### config.mk
export PLATFORM = sky130hd
export DESIGN_NAME = sequential_divider_flat
export DESIGN_NICKNAME = d
export VERILOG_FILES = /design/src/rtl/divider_pkg.sv /design/src/rtl/sequential_divider_if.sv /design/src/rtl/divider_step.sv /design/src/rtl/sequential_divider.sv /design/src/flat_wrapper.sv
export SDC_FILE = /design/constraint.sdc
export NUM_CORES = 1
export LEC_CHECK = 0
export CORE_MARGIN = 3
export CORE_UTILIZATION = 30
export CTS_CLUSTER_DIAMETER = 50
export DETAILED_ROUTE_END_ITERATION = 10
export PLACE_DENSITY = 0.46
export SLEW_MARGIN = 20
export SYNTH_ARGS = -nofsm -noshare
export SYNTH_HDL_FRONTEND = slang
export SYNTH_HIERARCHICAL = 1
export SYNTH_SLANG_ARGS = --single-unit
### constraint.sdc
create_clock -name clk -period 3.55 [get_ports clk]
set_input_delay 0.71 -clock clk [delete_from_list [all_inputs] [get_ports clk]]
set_output_delay 0.71 -clock clk [all_outputs]
set_load 0.005 [all_outputs]
### src/rtl/divider_pkg.sv
// Shared definitions for the sequential restoring divider.
//   div_state_t      : FSM state encoding (IDLE, CALC, DONE)
//   DIV_SIZE_DEFAULT : default operand width
//   cnt_width()      : width of the step counter, wide enough to hold SIZE
package divider_pkg;

    typedef enum logic [1:0] {
        IDLE = 2'd0,
        CALC = 2'd1,
        DONE = 2'd2
    } div_state_t;

    localparam int DIV_SIZE_DEFAULT = 8;

    // Counter must represent the value SIZE itself, hence SIZE+1 codes.
    function automatic int cnt_width(input int size);
        return $clog2(size + 1);
    endfunction

endpackage

### src/rtl/sequential_divider_if.sv
// Handshake/data bundle between the ALU control FSM and the divider.
//   start, a, b                                 : request side (driven by master)
//   quotient, remainder, div_by_zero, busy, done: response side (driven by slave)
interface sequential_divider_if
    import divider_pkg::*;
#(
    parameter int SIZE = DIV_SIZE_DEFAULT
);
    logic            start;
    logic [SIZE-1:0] a;
    logic [SIZE-1:0] b;
    logic [SIZE-1:0] quotient;
    logic [SIZE-1:0] remainder;
    logic            div_by_zero;
    logic            busy;
    logic            done;

    modport master (
        output start, a, b,
        input  quotient, remainder, div_by_zero, busy, done
    );

    modport slave (
        input  start, a, b,
        output quotient, remainder, div_by_zero, busy, done
    );
endinterface

### src/rtl/divider_step.sv
// One combinational restoring-division step.
//   rem_in       : current partial remainder (always < divisor, so SIZE bits suffice)
//   dividend_msb : next dividend bit shifted into the remainder
//   divisor      : divisor
//   rem_out      : next partial remainder
//   q_bit        : quotient bit produced by this step
module divider_step
    import divider_pkg::*;
#(
    parameter int SIZE = DIV_SIZE_DEFAULT
) (
    input  logic [SIZE-1:0] rem_in,
    input  logic            dividend_msb,
    input  logic [SIZE-1:0] divisor,
    output logic [SIZE-1:0] rem_out,
    output logic            q_bit
);
    // Trial remainder is one bit wider so the compare/subtract cannot overflow.
    logic [SIZE:0] trial_s;

    // Shift in the dividend bit, then subtract the divisor if it fits.
    always_comb begin
        trial_s = {rem_in, dividend_msb};
        if (trial_s >= {1'b0, divisor}) begin
            // Result is below the divisor, so dropping the top bit is exact.
            rem_out = SIZE'(trial_s - {1'b0, divisor});
            q_bit   = 1'b1;
        end else begin
            rem_out = trial_s[SIZE-1:0];
            q_bit   = 1'b0;
        end
    end
endmodule

### src/rtl/sequential_divider.sv
// Iterative unsigned restoring divider, one quotient bit per clock.
//   clk   : rising-edge clock
//   rst_n : asynchronous active-low reset
//   bus   : slave side of sequential_divider_if
//           start/a/b in; quotient/remainder/div_by_zero/busy/done out (all registered)
// A start in IDLE captures the operands; SIZE CALC steps later the results are
// loaded and done pulses for one cycle in DONE, then the FSM returns to IDLE.
module sequential_divider
    import divider_pkg::*;
#(
    parameter int SIZE = DIV_SIZE_DEFAULT
) (
    input  logic                 clk,
    input  logic                 rst_n,
    sequential_divider_if.slave  bus
);
    localparam int CW = cnt_width(SIZE);

    div_state_t      state_r;
    div_state_t      next_state_s;
    // Holds the dividend; quotient bits are shifted in at the bottom as the
    // dividend bits leave at the top, so after SIZE steps it holds the quotient.
    logic [SIZE-1:0] work_r;
    logic [SIZE-1:0] divisor_r;
    logic [SIZE-1:0] rem_r;
    logic [CW-1:0]   count_r;
    logic            dbz_pend_r;
    logic [SIZE-1:0] quotient_r;
    logic [SIZE-1:0] remainder_r;
    logic            dbz_r;
    logic            busy_r;
    logic            done_r;
    logic [SIZE-1:0] rem_next_s;
    logic            q_bit_s;
    logic            last_step_s;

    divider_step #(.SIZE(SIZE)) u_step (
        .rem_in       (rem_r),
        .dividend_msb (work_r[SIZE-1]),
        .divisor      (divisor_r),
        .rem_out      (rem_next_s),
        .q_bit        (q_bit_s)
    );

    assign last_step_s = (state_r == CALC) && (count_r == CW'(1));

    // Next-state decode.
    always_comb begin
        next_state_s = state_r;
        case (state_r)
            IDLE: begin
                if (bus.start) begin
                    next_state_s = CALC;
                end else begin
                    next_state_s = IDLE;
                end
            end
            CALC: begin
                if (last_step_s) begin
                    next_state_s = DONE;
                end else begin
                    next_state_s = CALC;
                end
            end
            DONE:    next_state_s = IDLE;
            default: next_state_s = IDLE;
        endcase
    end

    // State register.
    always_ff @(posedge clk or negedge rst_n) begin
        if (!rst_n) begin
            state_r <= IDLE;
        end else begin
            state_r <= next_state_s;
        end
    end

    // Operand capture, iteration datapath and result registers.
    always_ff @(posedge clk or negedge rst_n) begin
        if (!rst_n) begin
            work_r      <= {SIZE{1'b0}};
            divisor_r   <= {SIZE{1'b0}};
            rem_r       <= {SIZE{1'b0}};
            count_r     <= {CW{1'b0}};
            dbz_pend_r  <= 1'b0;
            quotient_r  <= {SIZE{1'b0}};
            remainder_r <= {SIZE{1'b0}};
            dbz_r       <= 1'b0;
        end else begin
            case (state_r)
                IDLE: begin
                    if (bus.start) begin
                        work_r     <= bus.a;
                        divisor_r  <= bus.b;
                        rem_r      <= {SIZE{1'b0}};
                        count_r    <= CW'(SIZE);
                        dbz_pend_r <= (bus.b == {SIZE{1'b0}});
                    end
                end
                CALC: begin
                    work_r  <= {work_r[SIZE-2:0], q_bit_s};
                    rem_r   <= rem_next_s;
                    count_r <= count_r - CW'(1);
                    if (last_step_s) begin
                        quotient_r  <= {work_r[SIZE-2:0], q_bit_s};
                        remainder_r <= rem_next_s;
                        dbz_r       <= dbz_pend_r;
                    end
                end
                DONE: begin
                    count_r <= {CW{1'b0}};
                end
                default: begin
                    count_r <= {CW{1'b0}};
                end
            endcase
        end
    end

    // Status flags registered from the next state so they line up with it.
    always_ff @(posedge clk or negedge rst_n) begin
        if (!rst_n) begin
            busy_r <= 1'b0;
            done_r <= 1'b0;
        end else begin
            busy_r <= (next_state_s == CALC);
            done_r <= (next_state_s == DONE);
        end
    end

    assign bus.quotient    = quotient_r;
    assign bus.remainder   = remainder_r;
    assign bus.div_by_zero = dbz_r;
    assign bus.busy        = busy_r;
    assign bus.done        = done_r;
endmodule

### src/flat_wrapper.sv
// flat-port wrapper written by rule: the top's interface ports become plain ports
module sequential_divider_flat import divider_pkg::*;
#(
    parameter int SIZE = DIV_SIZE_DEFAULT
)
  (clk, rst_n, bus_start, bus_a, bus_b, bus_quotient, bus_remainder, bus_div_by_zero, bus_busy, bus_done);
  sequential_divider_if #(.SIZE(SIZE)) bus_i ();
  input  logic clk;
  input  logic rst_n;
  input wire logic [$bits(bus_i.start)-1:0] bus_start;
  input wire logic [$bits(bus_i.a)-1:0] bus_a;
  input wire logic [$bits(bus_i.b)-1:0] bus_b;
  output wire logic [$bits(bus_i.quotient)-1:0] bus_quotient;
  output wire logic [$bits(bus_i.remainder)-1:0] bus_remainder;
  output wire logic [$bits(bus_i.div_by_zero)-1:0] bus_div_by_zero;
  output wire logic [$bits(bus_i.busy)-1:0] bus_busy;
  output wire logic [$bits(bus_i.done)-1:0] bus_done;
  assign bus_i.start = bus_start;
  assign bus_i.a = bus_a;
  assign bus_i.b = bus_b;
  assign bus_quotient = bus_i.quotient;
  assign bus_remainder = bus_i.remainder;
  assign bus_div_by_zero = bus_i.div_by_zero;
  assign bus_busy = bus_i.busy;
  assign bus_done = bus_i.done;
  sequential_divider #(.SIZE(SIZE)) u_core (.clk(clk), .rst_n(rst_n), .bus(bus_i));
endmodule
### After elaboration in Yosys (flattened, before gate mapping)

Cells that the tools add are included.

* bits of input ports: 19
* word-level logic and storage cells: 37
* output and inout port bits: 19
* flip-flop bits (word level): 50

* equality and inequality tests: 5
* reduce and logical (&&, ||, !) cells: 7
* add/sub/neg operators: 2
* magnitude comparators: 1
* mux-type cells: 11

Operators by type and width (count)
* 8-bit one-hot mux with 2 select lines: 2
* 8-bit two-way mux: 3
* 9-bit by 8-bit greater-or-equal comparator with 1-bit output: 1
* 8-bit logical NOT: 1
* 4-bit one-hot mux with 2 select lines: 1
* 8-bit subtractor: 1
* 2-bit AND reduction: 3
* 2-bit by 1-bit == test with 1-bit output, second input constant: 2
* 4-bit by 1-bit == test with 1-bit output, second input constant: 1
* 4-bit two-way mux: 1
* 2-bit one-hot mux with 2 select lines: 1
* 4-bit by 1-bit subtractor with 4-bit output, second input constant: 1
* 2-bit == test, second input constant: 1
* 2-bit logical NOT: 1
* 1-bit two-way mux: 2
* 2-bit two-way mux: 1
* 2-bit inequality test, second input constant: 1
* 2-bit nonzero test: 1
* 1-bit logical AND: 1

### Depth between registers and ports, before layout

Gate-level depths: netlist (run 1).

* depth in word-level cells: 5
* gate-level depth with buffers: 11
* gate-level depth less buffers: 9

### By module

Netlist (run 1), hierarchy kept.

By module, submodules not included
* sequential_divider: times used 1, area each 2084.5 µm², sequential area each 1251.2 µm², cells each 156
* divider_step: times used 1, area each 539.3 µm², sequential area each 0.0 µm², cells each 66

### Least setup slack after synthesis (run 1)

Ideal clock, no wire load.

* path type: register to register
* from: register u_core.rem_r[5]
* to: register u_core.remainder_r[2] (netlist: u_core/bus.remainder[2])
* library setup time: 0.125 ns
* stages on the path, launching flop included: 8
* buffers on the path: 1
* required time: 3.425 ns
* slack: 1.269 ns
* data arrival time: 2.157 ns
* clock period less this slack: 2.281 ns
* path through: dfrtp_1 ha_1 a21o_1 a2111oi_2 o21a_1 buf_6 mux2_4 mux2_2

* word-level cells in the longest chain between the ends: 2

Ends and longest elaborated chain
* start, declared: RTL line sequential_divider.sv:25 `logic [SIZE-1:0] rem_r;`
* start signal, assigned: RTL line sequential_divider.sv:84 `rem_r <= {SIZE{1'b0}};`
* start signal, assigned: RTL line sequential_divider.sv:96 `rem_r <= {SIZE{1'b0}};`
* start signal, assigned: RTL line sequential_divider.sv:103 `rem_r <= rem_next_s;`
* 9-bit by 8-bit greater-or-equal comparator with 1-bit output: RTL line divider_step.sv:24 `if (trial_s >= {1'b0, divisor}) begin`
* 8-bit two-way mux: RTL line divider_step.sv:24
* via u_core.rem_next_s[2]: RTL line sequential_divider.sv:33 `logic [SIZE-1:0] rem_next_s;`
* end signal, assigned: RTL line sequential_divider.sv:88 `remainder_r <= {SIZE{1'b0}};`
* end signal, assigned: RTL line sequential_divider.sv:107 `remainder_r <= rem_next_s;`
* end, declared: RTL line sequential_divider.sv:29 `logic [SIZE-1:0] remainder_r;`

The timed path passes the listed nets, and every way through them passes these cells.
A chain may end at the register's enable or synchronous reset.

### Worst setup path after layout (run 1)

* from: register u_core.rem_r[5]
* to: register u_core.remainder_r[7] (netlist: u_core/bus.remainder[7])

* word-level cells in the longest chain between the ends: 2
* elaborated cells on any way between the ends: 3
* those cells by class: add/sub (1); order compare (1); mux (1)

Ends and longest elaborated chain (RTL line)
* 8-bit subtractor or 9-bit by 8-bit greater-or-equal comparator with 1-bit output (tied branches): divider_step.sv:26, divider_step.sv:24
* 8-bit two-way mux *: divider_step.sv:24
* via u_core.rem_next_s[7]: sequential_divider.sv:33

The timed path passes the listed nets; every way through them passes the cells marked *.

==> impl_metrics.toml, run 1 <==
[placed_design]
port_buffers = 37
placed_area_um2 = 3060
detailedPlacementHpwl_mm = 3.94
preCtsSetupSlack_ns = 0.932
routabilityCongestion = 0.757

[timing]
max_transition_viols_final = 0
timing.setup.tns_ns = 0
maxClockFrequency_ghz = 0.381
rsz0062_at_grt = "no"
setup_skew_ns = 0.00908
timing.max_slew.rel_slack_pct = 45.2
postLayoutSetupSlackWorst_ns = 0.928
final-setup-viol-count = 0
min_period_ns = 2.62
fin_worst_hold_slack_ns = 0.382
finalHoldViolCount = 0
timing.final.crit_share_pct = 73.9
worstMarginPinSlew_ns = 0.822

[power]
internal_power_mw = 2.12
seq_power_share_pct = 31.1
power_switching_share_pct = 37.2
net_switching_power_figure_mw = 1.25
cellPowerDensity_nw_per_um2 = 1070
peakVddDrop_v = 0.000321
power.leakage_nw = 1.42
power.share.combinational_pct = 59.0
clockPowerShare_pct = 10.0

[route]
routed_wire_length_per_instance_um = 15.4
initialDrtViolationCount = 73
residual_antenna_violating_net_count_after_detailed_routing = 0
route.final.wire_length_mm = 5.61
routed_via_density = 4.78
firstDrtPassIters = 4
dr_total_vias = 1740
remaining_drc_errors = 0

[global_routing]
grt_start_max_net_pins = 30
number_of_global_route_vias_before_repair = 1887
grt_remaining_overflow = 0
grt_antenna_before_repair = 0
grtUsageTotal_pct = 12.3
grt_first_pass_wirelength_mm = 9.71

[logic_synthesis]
synth_area_um2 = 2620
synth_seq_area_share_pct = 47.7
synth_area_per_cell_um2 = 11.8
post_synth_main_area_contributors = "sky130_fd_sc_hd__dfrtp_1 48%, sky130_fd_sc_hd__mux2_4 8.6%, sky130_fd_sc_hd__mux2_2 6.9%, sky130_fd_sc_hd__ha_1 4.8%, sky130_fd_sc_hd__a22o_1 2.7%"
synth_largest_type_area_fraction_pct = 47.7
post_synth_inst_count = 222
synthesis.yosys.warnings = 6
syn_nets = 252
synth_seq_cells = 50
ys_types = 39
yosys.area.top_type = "sky130_fd_sc_hd__dfrtp_1"

[worst_setup_path]
r2r_start = "u_core/rem_r[5]"
worstPathArrival_ns = 2.81
worstSetupStartpoint = "u_core/rem_r[5]"
worstPathRequired_ns = 3.74
path_max_fanout = 9
element_type_at_the_critical_path_end = "flip-flop"
ff2ff_setup_slack_ns = 0.93
rr_worst_depth = 6
worstReg2RegEnd = "u_core/bus.remainder[7]"
setup.worst_path.end = "u_core/bus.remainder[7]"
critical_path_class = "flip-flop to flip-flop"
critPathLaunchType = "flip-flop"

[cts]
tritoncts = "built"
cts_buffers = 5
cts_setup_buffers = 0
path_clk_slew_ns = 0.09
cts-root-buf = "sky130_fd_sc_hd__clkbuf_8"
clock_tree.buffer_depth = 2
clock_insertion_delay_worst_skew_ns = 0.30
tritoncts_num_sinks = 50
ctsHtreeMaxLevel = 2
holdBufCountCts = 0
post_cts.resized_instances = 0

[cells_and_area]
number_of_nets_in_the_finished_design = 288
fill_cells = 846
area_delta_synth_final_pct = 20.1
final_cell_area_um2 = 3150
layout-drive-gt1-share_pct = 18.9
number_of_diodes = 0
final_core_utilization_pct = 37.8

[die]
boundaryPins = 38
die_outline_width_um = 99.5
std_cell_rows = 33
die_area_um2 = 9900
initial_core_util_pct = 31.5
core_area_um2 = 8340
die-height_um = 99.5

[status]
outcome = "complete, no violations"

[run]
max_cap_viol_count = 0

[min_path]
hold_class = "input pin to async pin"
[cell usage in the layout, fill, tap and decap left out, drive strengths merged, types with 6 or more instances in the layout]
cell type and n:
and3b 8, inv 15, mux2 31, a21oi 12, ha 10, clkdlybuf4s50 36, nor2 8, o21ai 11
dfrtp 50, nand2 9, clkbuf 6, a22o 8
[routing by layer]
layer | wire length, um | global-route usage [%] | up-vias
li1 | - | - | 867
met1 | 2840 | 16.9 | 850
met2 | 2630 | 20.2 | 21
met3 | 104 | 2.10 | 2
met4 | 38 | 3.47 | 0
met5 | 0 | 0 | -
[stage by stage]
stage / total power, mW / std cells
after floorplan: 2.57 / 222
after global placement: 3.03 / 356
after detailed placement: 3.06 / 356
after CTS: 3.41 / 364
after global routing: 3.68 / 364
final: 3.37 / 364
[cell type report]
cell class	count	area [um2]	share of cell area (%)
Timing Repair Buffer	41	395	12.5
Clock inverter	2	13.8	0.437
Clock buffer	6	72.6	2.30
Tap cell	105	131	4.17
Sequential cell	50	1250	39.7
Inverter	15	56.3	1.79
Multi-Input combinational cell	145	1230	39.0
[worst min path at each step]
| stage | startpoint | end | slack [ns] |
|---|---|---|---|
| floorplan | rst_n | u_core/bus.busy | 0.41 |
| global placement | u_core/work_r[7] | u_core/work_r[7] | 0.47 |
| detailed placement | u_core/work_r[7] | u_core/work_r[7] | 0.47 |
| CTS | rst_n | u_core/divisor_r[3] | 0.39 |
| global route | rst_n | u_core/divisor_r[3] | 0.41 |
| finish | rst_n | u_core/divisor_r[3] | 0.38 |
[synth_stat cells]
master and number:
sky130_fd_sc_hd__dfrtp_1 50, sky130_fd_sc_hd__mux2_2 16, sky130_fd_sc_hd__inv_1 15, sky130_fd_sc_hd__mux2_4 15, sky130_fd_sc_hd__a21oi_1 12, sky130_fd_sc_hd__o21ai_0 11
sky130_fd_sc_hd__ha_1 10, sky130_fd_sc_hd__nand2_1 9, sky130_fd_sc_hd__a22o_1 8, sky130_fd_sc_hd__and3b_1 8, sky130_fd_sc_hd__nor2_1 8, sky130_fd_sc_hd__buf_6 5
sky130_fd_sc_hd__nor3_1 5, sky130_fd_sc_hd__nor3b_1 4, sky130_fd_sc_hd__xnor2_1 4, sky130_fd_sc_hd__a31oi_1 3, sky130_fd_sc_hd__buf_2 3, sky130_fd_sc_hd__clkbuf_1 3
sky130_fd_sc_hd__nand2b_1 3, sky130_fd_sc_hd__nand3_1 3, sky130_fd_sc_hd__nor4_1 3, sky130_fd_sc_hd__a211oi_1 2, sky130_fd_sc_hd__a21o_1 2, sky130_fd_sc_hd__mux2i_1 2
sky130_fd_sc_hd__nor2b_1 2, sky130_fd_sc_hd__o21a_1 2, sky130_fd_sc_hd__o31a_1 2, sky130_fd_sc_hd__a2111oi_2 1, sky130_fd_sc_hd__a211o_1 1, sky130_fd_sc_hd__a211oi_2 1
sky130_fd_sc_hd__a21o_2 1, sky130_fd_sc_hd__a311o_1 1, sky130_fd_sc_hd__and3_1 1, sky130_fd_sc_hd__and3_4 1, sky130_fd_sc_hd__buf_1 1, sky130_fd_sc_hd__fa_1 1
sky130_fd_sc_hd__o21bai_2 1, sky130_fd_sc_hd__o311a_2 1, sky130_fd_sc_hd__xor2_1 1
[worst max-delay path, cell delays in order (launching register included)]
cell and delay [ns]:
sky130_fd_sc_hd__dfrtp_1 0.41, sky130_fd_sc_hd__ha_1 0.38, sky130_fd_sc_hd__a21o_1 0.24, sky130_fd_sc_hd__a2111oi_2 0.36, sky130_fd_sc_hd__o21a_1 0.51, sky130_fd_sc_hd__mux2_4 0.35
sky130_fd_sc_hd__mux2_2 0.26
[power by group through the flow]
| stage | Combinational (mW) | Sequential, mW | Clock [mW] |
|---|---|---|---|
| floorplan | 1.56 | 1.01 | 0 |
| global placement | 1.97 | 1.06 | 0 |
| global route | 2.21 | 1.09 | 0.382 |
| finish | 1.99 | 1.05 | 0.336 |
| detailed placement | 2.00 | 1.06 | 0 |
| CTS | 2.00 | 1.05 | 0.359 |
[logic make-up after synthesis]
| group | Yosys count | synth area share, % |
|---|---|---|
| buffers and inverters | 27 | 5.44 |
| adders and majority gates | 11 | 5.53 |
| muxes | 33 | 16.2 |
| xor gates and xnor gates | 5 | 1.67 |
| DFF | 50 | 47.7 |
| and+or+nand+nor | 47 | 10.3 |
| AOI/OAI and AO/OA | 49 | 13.1 |
[sequential cells by signal, summed over array words and instances (netlist names)]
signal and count:
u_core/bus.remainder 8, u_core/state_r 2, u_core/rem_r 8, u_core/bus.div_by_zero 1, u_core/bus.done 1, u_core/divisor_r 8
u_core/count_r 4, u_core/bus.quotient 8, u_core/dbz_pend_r 1, u_core/work_r 8, u_core/bus.busy 1
No activity file was read; power rests on OpenSTA's default activity.
==> run 2, diff against run 1 <==
- clock period: 3.55 -> 2.7 ns (I/O delays scaled with it)
==> impl_metrics.toml, run 2 (synthesis gave the netlist of run 1 again) <==
[global_routing]
grt_start_max_net_pins = 30
grt_antenna_before_repair = 0
grt_remaining_overflow = 0
number_of_global_route_vias_before_repair = 1904
grt_first_pass_wirelength_mm = 9.85
grtUsageTotal_pct = 12.6

[cts]
ctsHtreeMaxLevel = 2
cts_buffers = 5
clock_tree.buffer_depth = 2
path_clk_slew_ns = 0.09
cts-root-buf = "sky130_fd_sc_hd__clkbuf_8"
cts_setup_buffers = 0
tritoncts = "built"
holdBufCountCts = 0
post_cts.resized_instances = 0
clock_insertion_delay_worst_skew_ns = 0.31
tritoncts_num_sinks = 50

[worst_setup_path]
ff2ff_setup_slack_ns = 0.25
crit_buf_inv = 1
worstPathArrival_ns = 2.65
max_stage_delay_ns = 0.42
critical-path-slowest-cell = "sky130_fd_sc_hd__dfrtp_1"
element_type_at_the_critical_path_end = "flip-flop"
path_max_fanout = 7
worstPathRequired_ns = 2.90
cp_cell_sequence = "ha_1, a21o_1, a2111oi_2, o21a_1, buf_4, mux2_4, mux2_2"
path_delay_family = "compound AO/OA/AOI/OAI gates"
critPathLaunchType = "flip-flop"
critical_path_class = "flip-flop to flip-flop"

[cells_and_area]
number_of_diodes = 0
stdcell_count = 369
final_core_utilization_pct = 38.4
layout.cells.most_common = "sky130_fd_sc_hd__dfrtp_1"
final_cell_area_um2 = 3210
layout-drive-gt1-share_pct = 20.5
layout_common_cells = "50 x sky130_fd_sc_hd__dfrtp_1, 36 x sky130_fd_sc_hd__clkdlybuf4s50_1, 16 x sky130_fd_sc_hd__mux2_2"
number_of_nets_in_the_finished_design = 293
fill_cells = 831
area_delta_synth_final_pct = 22.2

[timing]
timing.max_slew.rel_slack_pct = 63.6
final-setup-viol-count = 0
rsz0062_at_grt = "no"
fin_worst_hold_slack_ns = 0.210
postLayoutSetupSlackWorst_ns = 0.247
timing.setup.tns_ns = 0
max_transition_viols_final = 0
worstMarginPinSlew_ns = 0.546
timing.final.crit_share_pct = 90.9
finalHoldViolCount = 0
min_period_ns = 2.45
maxClockFrequency_ghz = 0.408
setup_skew_ns = 0.00876

[die]
initial_core_util_pct = 31.5
die-height_um = 99.5
boundaryPins = 38
die_outline_width_um = 99.5
die_area_um2 = 9900
core_area_um2 = 8340
std_cell_rows = 33

[placed_design]
routabilityCongestion = 0.827
dp_cells = 361
port_buffers = 37
detailedPlacementHpwl_mm = 4.09
preCtsSetupSlack_ns = 0.256
placed_area_um2 = 3110

[route]
remaining_drc_errors = 0
initialDrtViolationCount = 45
route.final.wire_length_mm = 5.73
firstDrtPassIters = 4
residual_antenna_violating_net_count_after_detailed_routing = 0
routed_via_density = 4.81
dr_total_vias = 1775
routed_wire_length_per_instance_um = 15.5

[run]
max_cap_viol_count = 0

[min_path]
hold_class = "input pin to async pin"

[power]
cellPowerDensity_nw_per_um2 = 1410
finalPower_mw = 4.53
peakVddDrop_v = 0.000473
power.leakage_nw = 1.45

[status]
outcome = "complete, no violations"
## run 2: changes by cell type in the layout (fill, tap and decap cells not counted)
cell	previous run	this run
sky130_fd_sc_hd__buf_12	0	1
sky130_fd_sc_hd__clkbuf_8	5	6
sky130_fd_sc_hd__buf_4	4	8
sky130_fd_sc_hd__clkinv_4	1	0
## run 2: path summary, 6_finish.rpt
check,startpoint,endpoint,depth (start not counted)
max reg2reg,u_core/rem_r[5],u_core/bus.remainder[2],7
min in group clk,u_core/work_r[7],u_core/work_r[7],2
max,u_core/rem_r[5],u_core/bus.remainder[2],7
min,rst_n,u_core/bus.remainder[5],1
max in group asynchronous,rst_n,u_core/state_r[1],2
min reg2reg,u_core/work_r[7],u_core/work_r[7],2
## run 2: cell type report
cell class              count  area, um2  share of cell area (%)
clock buffers               7       86.3                    2.69
clock inverters             1       5.00                   0.156
inverters                  15       56.3                    1.76
multi-input cells         145       1230                    38.4
flip-flops and latches     50       1250                    39.0
well taps                 105        131                    4.10
repair buffers             46        445                    13.9
## run 2: where the power goes
part	switching, mW	leakage [nW]	internal, mW	total (mW)
registers	0.265	0.609	1.12	1.38
logic	1.16	0.795	1.53	2.69
clock network	0.252	0.0482	0.207	0.460
## run 2: routing by layer
layer | vias up | share of wire, % | GRT usage [%]
li1 | 868 | - | -
met1 | 874 | 49 | 17.3
met2 | 27 | 47 | 19.6
met3 | 6 | 2.5 | 2.95
met4 | 0 | 1.5 | 4.10
met5 | - | 0 | 0
